===== config.mk =====
export PLATFORM = sky130hd
export DESIGN_NAME = ifetch_queue_ctrl
export DESIGN_NICKNAME = d
export VERILOG_FILES = /design/src/rtl/ifetch_queue_ctrl.sv
export SDC_FILE = /design/constraint.sdc
export NUM_CORES = 1
export LEC_CHECK = 0
export CORE_ASPECT_RATIO = 0.9
export CORE_UTILIZATION = 30
export CTS_BUF_LIST = sky130_fd_sc_hd__clkbuf_2 sky130_fd_sc_hd__clkbuf_4 sky130_fd_sc_hd__clkbuf_8
export CTS_CLUSTER_DIAMETER = 200
export CTS_CLUSTER_SIZE = 16
export DETAILED_ROUTE_END_ITERATION = 8
export HOLD_SLACK_MARGIN = 0.05
export PLACE_DENSITY = 0.46
export RECOVER_POWER = 25
export SYNTH_ARGS = -nofsm -noshare
export SYNTH_HDL_FRONTEND = slang
export SYNTH_SLANG_ARGS = --single-unit

===== constraint.sdc =====
create_clock -name clk -period 5.4 [get_ports clk]
set_input_delay 0.81 -clock clk [delete_from_list [all_inputs] [get_ports clk]]
set_output_delay 0.81 -clock clk [all_outputs]
set_load 0.02 [all_outputs]

===== src/rtl/ifetch_queue_ctrl.sv =====
// Instruction-fetch sequencer: drives the ROM address, captures returned words into a prefetch queue,
// and hands them to decode over valid/ready. The optional fetch/bubble counters are enabled by IFETCH_STATS_EN.
module ifetch_queue_ctrl #(
  parameter int                ADDR_W   = 8,
  parameter int                DEPTH    = 4,
  parameter logic [ADDR_W-1:0] RESET_PC = '0
) (
  input  logic                       clk,
  input  logic                       reset_n,
  output logic [ADDR_W-1:0]          rom_addr,
  input  logic [31:0]                rom_data,
  input  logic                       hold,
  input  logic                       redirect,
  input  logic [ADDR_W-1:0]          redirect_pc,
`ifdef IFETCH_STATS_EN
  output logic [15:0]                fetch_cnt,
  output logic [15:0]                bubble_cnt,
`endif
  output logic                       out_valid,
  input  logic                       out_ready,
  output logic [31:0]                out_instr,
  output logic [ADDR_W-1:0]          out_pc,
  output logic [$clog2(DEPTH):0]     q_count
);

  localparam int PTR_W = $clog2(DEPTH);
  localparam int CNT_W = PTR_W + 1;

  typedef enum logic [1:0] {BOOT, FETCH, HOLD} state_t;

  state_t              state;
  logic [ADDR_W-1:0]   fetch_pc;
  logic [31:0]         instr_q [DEPTH];
  logic [ADDR_W-1:0]   pc_q    [DEPTH];
  logic [PTR_W-1:0]    wr_ptr;
  logic [PTR_W-1:0]    rd_ptr;
  logic [CNT_W-1:0]    count;
  logic                push;
  logic                pop;

  // Redirect wins: any handshake or fetch in the redirect cycle is discarded.
  assign pop  = out_valid && out_ready && !redirect;
  assign push = (state == FETCH) && !redirect && ((count < CNT_W'(DEPTH)) || pop);

  assign rom_addr  = fetch_pc;
  assign out_valid = (count != '0);
  assign out_instr = instr_q[rd_ptr];
  assign out_pc    = pc_q[rd_ptr];
  assign q_count   = count;

  always_ff @(posedge clk or negedge reset_n) begin
    if (!reset_n) begin
      state    <= BOOT;
      fetch_pc <= {RESET_PC[ADDR_W-1:2], 2'b00};
      wr_ptr   <= '0;
      rd_ptr   <= '0;
      count    <= '0;
      for (int i = 0; i < DEPTH; i++) begin
        instr_q[i] <= '0;
        pc_q[i]    <= '0;
      end
    end else begin
      case (state)
        BOOT:    state <= hold ? HOLD : FETCH;
        FETCH:   if (hold) state <= HOLD;
        HOLD:    if (!hold) state <= FETCH;
        default: state <= BOOT;
      endcase

      if (redirect) begin
        count    <= '0;
        wr_ptr   <= '0;
        rd_ptr   <= '0;
        fetch_pc <= {redirect_pc[ADDR_W-1:2], 2'b00};
      end else begin
        if (push) begin
          instr_q[wr_ptr] <= rom_data;
          pc_q[wr_ptr]    <= fetch_pc;
          wr_ptr          <= wr_ptr + 1'b1;
          fetch_pc        <= fetch_pc + ADDR_W'(4);
        end
        if (pop) rd_ptr <= rd_ptr + 1'b1;
        count <= count + CNT_W'(push) - CNT_W'(pop);
      end
    end
  end

`ifdef IFETCH_STATS_EN
  always_ff @(posedge clk or negedge reset_n) begin
    if (!reset_n) begin
      fetch_cnt  <= '0;
      bubble_cnt <= '0;
    end else begin
      if (push && fetch_cnt != 16'hFFFF) fetch_cnt <= fetch_cnt + 16'd1;
      if (out_ready && !out_valid && bubble_cnt != 16'hFFFF) bubble_cnt <= bubble_cnt + 16'd1;
    end
  end
`endif

endmodule


Word-level counts from Yosys, hierarchy flattened
Index checks and enable logic that the tools add are counted.

Bits of input ports: 45. Logic and storage cells: 65. Register bits after elaboration: 177.

Multiplexer cells: 23. Reductions and logical operators: 13. Magnitude comparators: 4. Equal/unequal tests: 4. Add/sub/neg operators: 5. Bitwise gates (word level): 3.

Operator list (number): 128-bit bitwise mux (1); 32-bit 2-to-1 mux (3); 32-bit binary-select mux with 2-bit select (1); 32-bit demux with 2-bit select (1); 8-bit 2-to-1 mux (5); 32-bit bitwise mux (1); 8-bit binary-select mux with 2-bit select (1); 8-bit demux with 2-bit select (1); 2-bit 2-to-1 mux (7); 8-bit by 3-bit adder with 8-bit output, second input constant (1); 3-bit greater-or-equal comparator, second input constant (2); 2-bit NOT with 3-bit output (2); 2-bit one-hot mux with 3 select lines (1); 1-bit logical AND (5); 2-bit by 1-bit adder with 2-bit output, second input constant (2); 2-bit inequality test, second input constant (2); 2-bit AND reduction (2); 2-bit nonzero test (2); 3-bit by 1-bit adder with 3-bit output (1); 3-bit by 1-bit less-than comparator with 1-bit output, second input constant (1); 3-bit less-than comparator, second input constant (1); 3-bit 2-to-1 mux (1); 3-bit nonzero test (1); 3-bit by 1-bit subtractor with 3-bit output (1); 6 further kinds (6).

Logic depth before layout (Yosys ltp)
Gate-level depths: netlist (run 1).

Word-level depth: 8. Depth in mapped cells: 10. Gate-level depth less buffers: 10.

Worst setup path before layout (run 1)
No wires, ideal clock.

Path kind: in2reg. Start point: in redirect. End point: reg count[2] (netlist: q_count[2]). Buffers on the path: 2. Path slack: 2797 ps. Stages: 10. Library setup time: 132 ps. Data required time: 5268 ps. Arrival time: 2471 ps. Cell sequence: clkbuf_1 clkbuf_1 nor2_1 ha_1 inv_1 ha_1 inv_1 fa_1 xnor2_1 nor2_1.

Cells in the longest elaborated chain, start to end: 7. Elaborated cells between the ends (all ways): 8. Classes of those cells: add/sub (2); mux (1); reduce/logical (5).

Ends and longest elaborated chain: start, declared (line 13) `input logic redirect,`; 1-bit logical NOT (line 42, 43); 1-bit logical AND (line 42) `assign pop = out_valid && out_ready && !redirect;`; 1-bit logical OR (line 43) `assign push = (state == FETCH) && !redirect && ((count < CNT_W'(DEPTH)) || pop);`; 1-bit logical AND (line 43); 3-bit by 1-bit adder with 3-bit output (line 83) `count <= count + CNT_W'(push) - CNT_W'(pop);`; 3-bit by 1-bit subtractor with 3-bit output (line 83); 3-bit 2-to-1 mux (*) (line 70) `if (redirect) begin`; end signal, assigned (line 83); end, declared (line 37) `logic [CNT_W-1:0] count;`.

Every way passes the cells marked *; elsewhere a longest branch is shown, timed or not. A chain may end at the register's enable or synchronous reset.

==> results.json, run 1 <==
{
  "p_leak_nw": 3.948,
  "post-route-period-util": 0.6711,
  "synthMuxAreaShare": 0.3674,
  "root_buffer": "clkbuf_8",
  "fin_util": 0.3693,
  "grt_max_degree": 62,
  "synthSimpleGateAreaFrac": 0.02466,
  "dieWidth_um": 172.7,
  "io_buffers": 90,
  "combPwrFrac": 0.377,
  "cts_tree": "done",
  "synthFlopType": "dfrtp_1",
  "crit_buf_inv": 2,
  "ys_ff_latch": 167,
  "place_area_sq_um": 8974,
  "wl_per_cell_um": 18.73,
  "final_cell_mix": "165 x dfrtp_1, 87 x clkdlybuf4s50_1, 80 x mux2_4, 73 x mux2_2, 38 x mux4_2",
  "p_per_area_nw_per_um2": 495.6,
  "slowest_stage": "clkbuf_1",
  "p_sw_frac": 0.3048,
  "cp-end-kind": "async pin",
  "p_sw_w": 0.001421,
  "firstDrtPassIters": 4,
  "layout_commonest_cell": "dfrtp_1",
  "die_h_um": 155.6,
  "vdd_drop_max_v": 0.0001845,
  "drt_iter0_drc": 159,
  "relSlewSlack": -1.237,
  "via_per_inst": 4.558,
  "synth_top_family_by_area": "multiplexers",
  "post-place-cells": 870,
  "outcome": "complete, but fails checks",
  "clock_latency_ps": 440,
  "crit_type": "input port to async pin",
  "cts.clk_slew.worst_paths_ps": 90,
  "yosys_warnings": 0,
  "max_freq_mhz": 275.9,
  "clock_path_buffers": 2,
  "die_area_sq_um": 26870,
  "finalWirelength_um": 16870,
  "hpwl_um": 10140,
  "finalHoldViolations": 0,
  "hold_class": "flip-flop to flip-flop",
  "io_pins": 97,
  "cp.arrival_ps": 4060,
  "seq_area_frac_synth": 0.5314,
  "pwr-share-clk": 0.211,
  "antenna_left": 0,
  "path_cells": "clkbuf_1, buf_4",
  "drive_above_1_share": 0.4258,
  "violations": "max-capacitance violations, max-slew violations",
  "nNetsFinal": 600,
  "grt_pass1_wl_um": 27710,
  "cp_top_family": "buffers and inverters",
  "fin_worst_skew_ps": 13.76,
  "p_int_w": 0.003240,
  "crit_path_start_kind": "input port",
  "fin_crit_ps": 3624,
  "cts.sinks": 167,
  "area_growth_pct": 19.57,
  "postSynthAreaPerCell_sq_um": 17.06,
  "globalplace.congestion": 0.7091,
  "maxSlewViolCount": 62,
  "globalRouteOverflowTotal": 0,
  "start_util": 0.3088,
  "synth_xor_area_frac": 0.01114,
  "synthDistinctLibCells": 32,
  "cts_resized": 0,
  "htree_levels": 4,
  "async_flop_share": 1.000,
  "via_count": 4107,
  "cp_max_fo": 61,
  "critPathRequiredTime_ps": 5840,
  "synth_compound_area_frac": 0.005410,
  "core_area_sq_um": 25460,
  "max_stage_delay_ps": 2320,
  "layout.cells.non_filler": 901,
  "rsz0062_at_grt": "no",
  "worst_pin_slew_ps": 3355,
  "numCtsBuffers": 17,
  "final_area_sq_um": 9403,
  "syn_area_sq_um": 7864,
  "setup_viol": 0,
  "grt_pass1_vias": 4725,
  "finalSetupTns_ps": 0,
  "row_count": 55,
  "postCtsHoldBufs": 0,
  "drv_cap": 1,
  "synth_edf_count": 0,
  "antenna_found_initial": 0,
  "antenna_cells": 0,
  "timing.hold.ws_ps": 474.4,
  "syn-instance-count": 461,
  "grt_usage": 0.1351,
  "drc_errors": 0,
  "p_seq_frac": 0.412,
  "cts_setup_buffers": 0,
  "synthAdderAreaFrac": 0.01368
}
==> power groups by stage <==
stage | registers [W] | clock network (W) | logic [W]
2_1_floorplan | 0.00180 | 0 | 0.00122
3_3_place_gp | 0.00193 | 0 | 0.00176
3_5_place_dp | 0.00195 | 0 | 0.00178
4_1_cts | 0.00193 | 0.00103 | 0.00179
5_1_grt | 0.00199 | 0.00108 | 0.00187
6_report | 0.00192 | 0.000985 | 0.00176
==> cell families after synthesis <==
kind of cell	after synthesis
muxes	192
DFF	167
buffers and inverters	42
and+or+nand+nor	33
xor gates and xnor gates	10
adders and majority gates	8
AOI/OAI and AO/OA	8
other	1
==> final timing paths <==
kind	start	to	slack (ps)	cells past startpoint
worst max-delay path	reset_n	rd_ptr[0]	1780	2
worst min-delay path	state[1]	state[0]	470	1
worst max register to register	q_count[2]	pc_q[10]	2770	5
worst min register to register	state[1]	state[0]	470	1
max in group clk	rd_ptr[1]	out_pc[6]	1890	3
min in group asynchronous	reset_n	instr_q[82]	1480	1
==> per-stage QoR <==
stage / total power (W) / worst slack [ps]
finish: 0.004660 / 1776
global route: 0.004942 / 1073
CTS: 0.004747 / 1752
detailed placement: 0.003730 / 1531
global placement: 0.003689 / 1611
floorplan: 0.003019 / 2797
==> sequential cells by signal (all words and copies together), names as in the netlist <==
signal	cells
state	2
wr_ptr	2
pc_q	24
rom_addr	6
instr_q	128
q_count	3
rd_ptr	2
==> final cells by class <==
class	instances	area [sq um]
inverter	9	33.78
sequential	167	4184
fill	2428	16060
tap	342	427.9
timing repair buffer	97	984.7
clock buffer	20	262.8
clock inverter	11	173.9
multi-input combinational	255	3336
==> metal layers <==
metal | vias to the layer above | global-route usage | part of all wire
met5 | - | 0 | 0
met4 | 0 | 0.02908 | 0.0062
met3 | 7 | 0.03606 | 0.037
met2 | 70 | 0.2141 | 0.47
met1 | 2200 | 0.1857 | 0.49
li1 | 1830 | - | -
==> Yosys cell counts, types with 2 or more instances <==
cell      instances  area, sq um
nand3_1           3        15.01
xor2_1            4        35.03
mux2_4           80         1201
mux4_2           38        855.8
ha_1              7        87.58
nand2_1           8        30.03
buf_4             8        60.06
o21ai_0           5        25.02
dfrtp_1         167         4179
a21oi_1           2        10.01
buf_2             4        20.02
clkbuf_1          8        30.03
nor2_1            7        26.28
or3_1             2        12.51
nor2_4            4        45.04
buf_6             5        56.30
inv_1             9        33.78
mux2_2           73        822.0
buf_12            8        160.2
nor3_1            2        10.01
xnor2_1           6        52.55
(Power assumes the default switching activity.)
==> run 2: changes to the inputs <==
==> constraint.sdc (replaced) <==
create_clock -name clk -period 3.79 [get_ports clk]
set_input_delay 0.5685 -clock clk [delete_from_list [all_inputs] [get_ports clk]]
set_output_delay 0.5685 -clock clk [all_outputs]
set_load 0.02 [all_outputs]
==> run 2 against run 1 <==
Against the previous run: the flow still finishes with violations (max-capacitance violations, max-slew violations); cell area rose by 0.96%; core utilization increased by 0.35 points; worst setup slack got worse by 1200 ps; clock power grew 47%; first-iteration DRC count is 6.3% lower; via count is 1.0% higher; register-to-register slack got worse by 1400 ps; critical path depth grew 1; clock-buffer cell count increased by 2; largest cell class unchanged.
==> results.json, run 2 (same netlist as run 1, synthesis figures left out) <==
{
  "outcome": "complete, but fails checks",
  "violations": "max-capacitance violations, max-slew violations",
  "max_stage_delay_ps": 850,
  "cp_max_fo": 27,
  "p_sw_w": 0.002056,
  "dieWidth_um": 172.7,
  "path_cells": "buf_12, mux4_2, clkdlybuf4s50_1",
  "rr_worst_depth": 9,
  "regToRegEndpoint": "q_count[2]",
  "crit_path_start_kind": "flip-flop",
  "die_area_sq_um": 26870,
  "fillers": 2415,
  "p_sw_frac": 0.3057,
  "fin_crit_ps": 3230,
  "worst_pin_slew_ps": 2463,
  "antenna_found_initial": 0,
  "postCtsHoldBufs": 0,
  "finalHoldViolations": 0,
  "relSlewSlack": -0.6417,
  "fin_worst_skew_ps": 14.59,
  "root_buffer": "clkbuf_8",
  "drt_iter0_drc": 149,
  "hold_class": "flip-flop to flip-flop",
  "hpwl_um": 10760,
  "drv_cap": 1,
  "clock_latency_ps": 450,
  "layout_commonest_cell": "dfrtp_1",
  "io_buffers": 90,
  "core_area_sq_um": 25460,
  "setup_viol": 0,
  "combPwrFrac": 0.382,
  "cp_top_family": "flip-flops",
  "via_per_inst": 4.563,
  "grt_pass1_vias": 4896,
  "p_int_w": 0.004669,
  "cp-end-kind": "output pin",
  "grt_max_degree": 96,
  "wl_per_cell_um": 18.99,
  "p_leak_nw": 3.993,
  "min_from": "state[1]",
  "regArea_sq_um": 4184,
  "antenna_cells": 0,
  "p_seq_frac": 0.402,
  "slowest_stage": "dfrtp_4",
  "vdd_drop_max_v": 0.0002661,
  "cts.clk_slew.worst_paths_ps": 90,
  "final_cell_mix": "165 x dfrtp_1, 88 x clkdlybuf4s50_1, 80 x mux2_4, 73 x mux2_2, 38 x mux4_2",
  "numCtsBuffers": 17,
  "hold_depth": 1,
  "globalplace.congestion": 0.6890,
  "max_freq_mhz": 309.6,
  "finalSetupTns_ps": 0,
  "globalRouteOverflowTotal": 0,
  "via_count": 4148,
  "clock_path_buffers": 2,
  "grt_usage": 0.1382,
  "critPathRequiredTime_ps": 3220,
  "multiInputGateArea_sq_um": 3336,
  "cts_resized": 0,
  "die_h_um": 155.6,
  "fin_util": 0.3728,
  "cts.sinks": 167,
  "crit_type": "flip-flop to output pin",
  "antenna_left": 0,
  "start_util": 0.3088,
  "nNetsFinal": 607,
  "maxSlewViolCount": 96,
  "rsz0062_at_grt": "no",
  "power_w": 0.006725,
  "timing.hold.ws_ps": 479.3,
  "reg2reg_setup_slack_ps": 1360,
  "crit_buf_inv": 2,
  "row_count": 55,
  "pwr-share-clk": 0.215,
  "area_growth_pct": 20.72,
  "htree_levels": 4,
  "finalWirelength_um": 17260,
  "largest_reg_flops": 128,
  "p_per_area_nw_per_um2": 708.4,
  "grt_pass1_wl_um": 28390,
  "firstDrtPassIters": 3,
  "cp.arrival_ps": 2660,
  "post-route-period-util": 0.8524,
  "cts_tree": "done",
  "r2r-start": "q_count[2]",
  "drive_above_1_share": 0.4339,
  "drc_errors": 0,
  "cts_setup_buffers": 0,
  "largest-register": "instr_q",
  "io_pins": 97,
  "holdPathEnd": "state[0]"
}
## run 2: through the flow
stage	std cells	worst slack (ps)	cell area, sq um
floorplan	464	1410	7875
global placement	877	748.2	9051
detailed placement	877	761.5	9051
CTS	909	424.0	9503
global route	909	357.1	9493
finish	909	559.5	9493
## run 2: area by class of cell
cell class	count	share of cell area
Inverter	9	0.003559
Clock buffer	22	0.02992
Clock inverter	10	0.01766
Multi-Input combinational cell	255	0.3514
Timing Repair Buffer	104	0.1116
Tap cell	342	0.04508
Sequential cell	167	0.4408
## run 2: worst reg2reg max path, delay by kind of cell (launching register included)
kind,cells,cell delay (ps)
buf+inv,2,100
xor+xnor,1,160
simple gates,3,790
fa+ha+maj,3,840
flops,1,430
## run 2: power groups by stage
| stage | combinational (W) | sequential, W | clock [W] |
|---|---|---|---|
| floorplan | 0.00174 | 0.00256 | 0 |
| detailed placement | 0.00261 | 0.00274 | 0 |
| global route | 0.00275 | 0.00280 | 0.00159 |
| CTS | 0.00262 | 0.00272 | 0.00152 |
| global placement | 0.00257 | 0.00271 | 0 |
| finish | 0.00257 | 0.00271 | 0.00145 |
## run 2: how the worst max path moves through the flow
stage / start / to / slack, ps / depth (start not counted)
4_1_cts: rd_ptr[0] / out_pc[7] / 420 / 3
5_1_grt: rd_ptr[0] / out_pc[7] / 360 / 3
2_1_floorplan: q_count[1] / q_count[2] / 1410 / 10
6_report: rd_ptr[0] / out_pc[7] / 560 / 3
3_3_place_gp: out_ready / q_count[2] / 750 / 10
3_5_place_dp: out_ready / q_count[2] / 760 / 10
## run 2: per-layer routing
layer	up-vias	share of wire	GRT usage
met4	0	0.0070	0.03413
met3	10	0.035	0.03582
met1	2224	0.49	0.1855
li1	1841	-	-
met5	-	0	0
met2	73	0.47	0.2231
==> run 3: changes to the inputs <==
--- a/config.mk
+++ b/config.mk
@@ -14,6 +14,7 @@
 export HOLD_SLACK_MARGIN = 0.05
 export PLACE_DENSITY = 0.46
 export RECOVER_POWER = 25
+export SKIP_LAST_GASP = 1
 export SYNTH_ARGS = -nofsm -noshare
 export SYNTH_HDL_FRONTEND = slang
 export SYNTH_SLANG_ARGS = --single-unit
==> results of run 3 <==
Same layout as run 2: the final DEF is identical, and so are final timing and power.
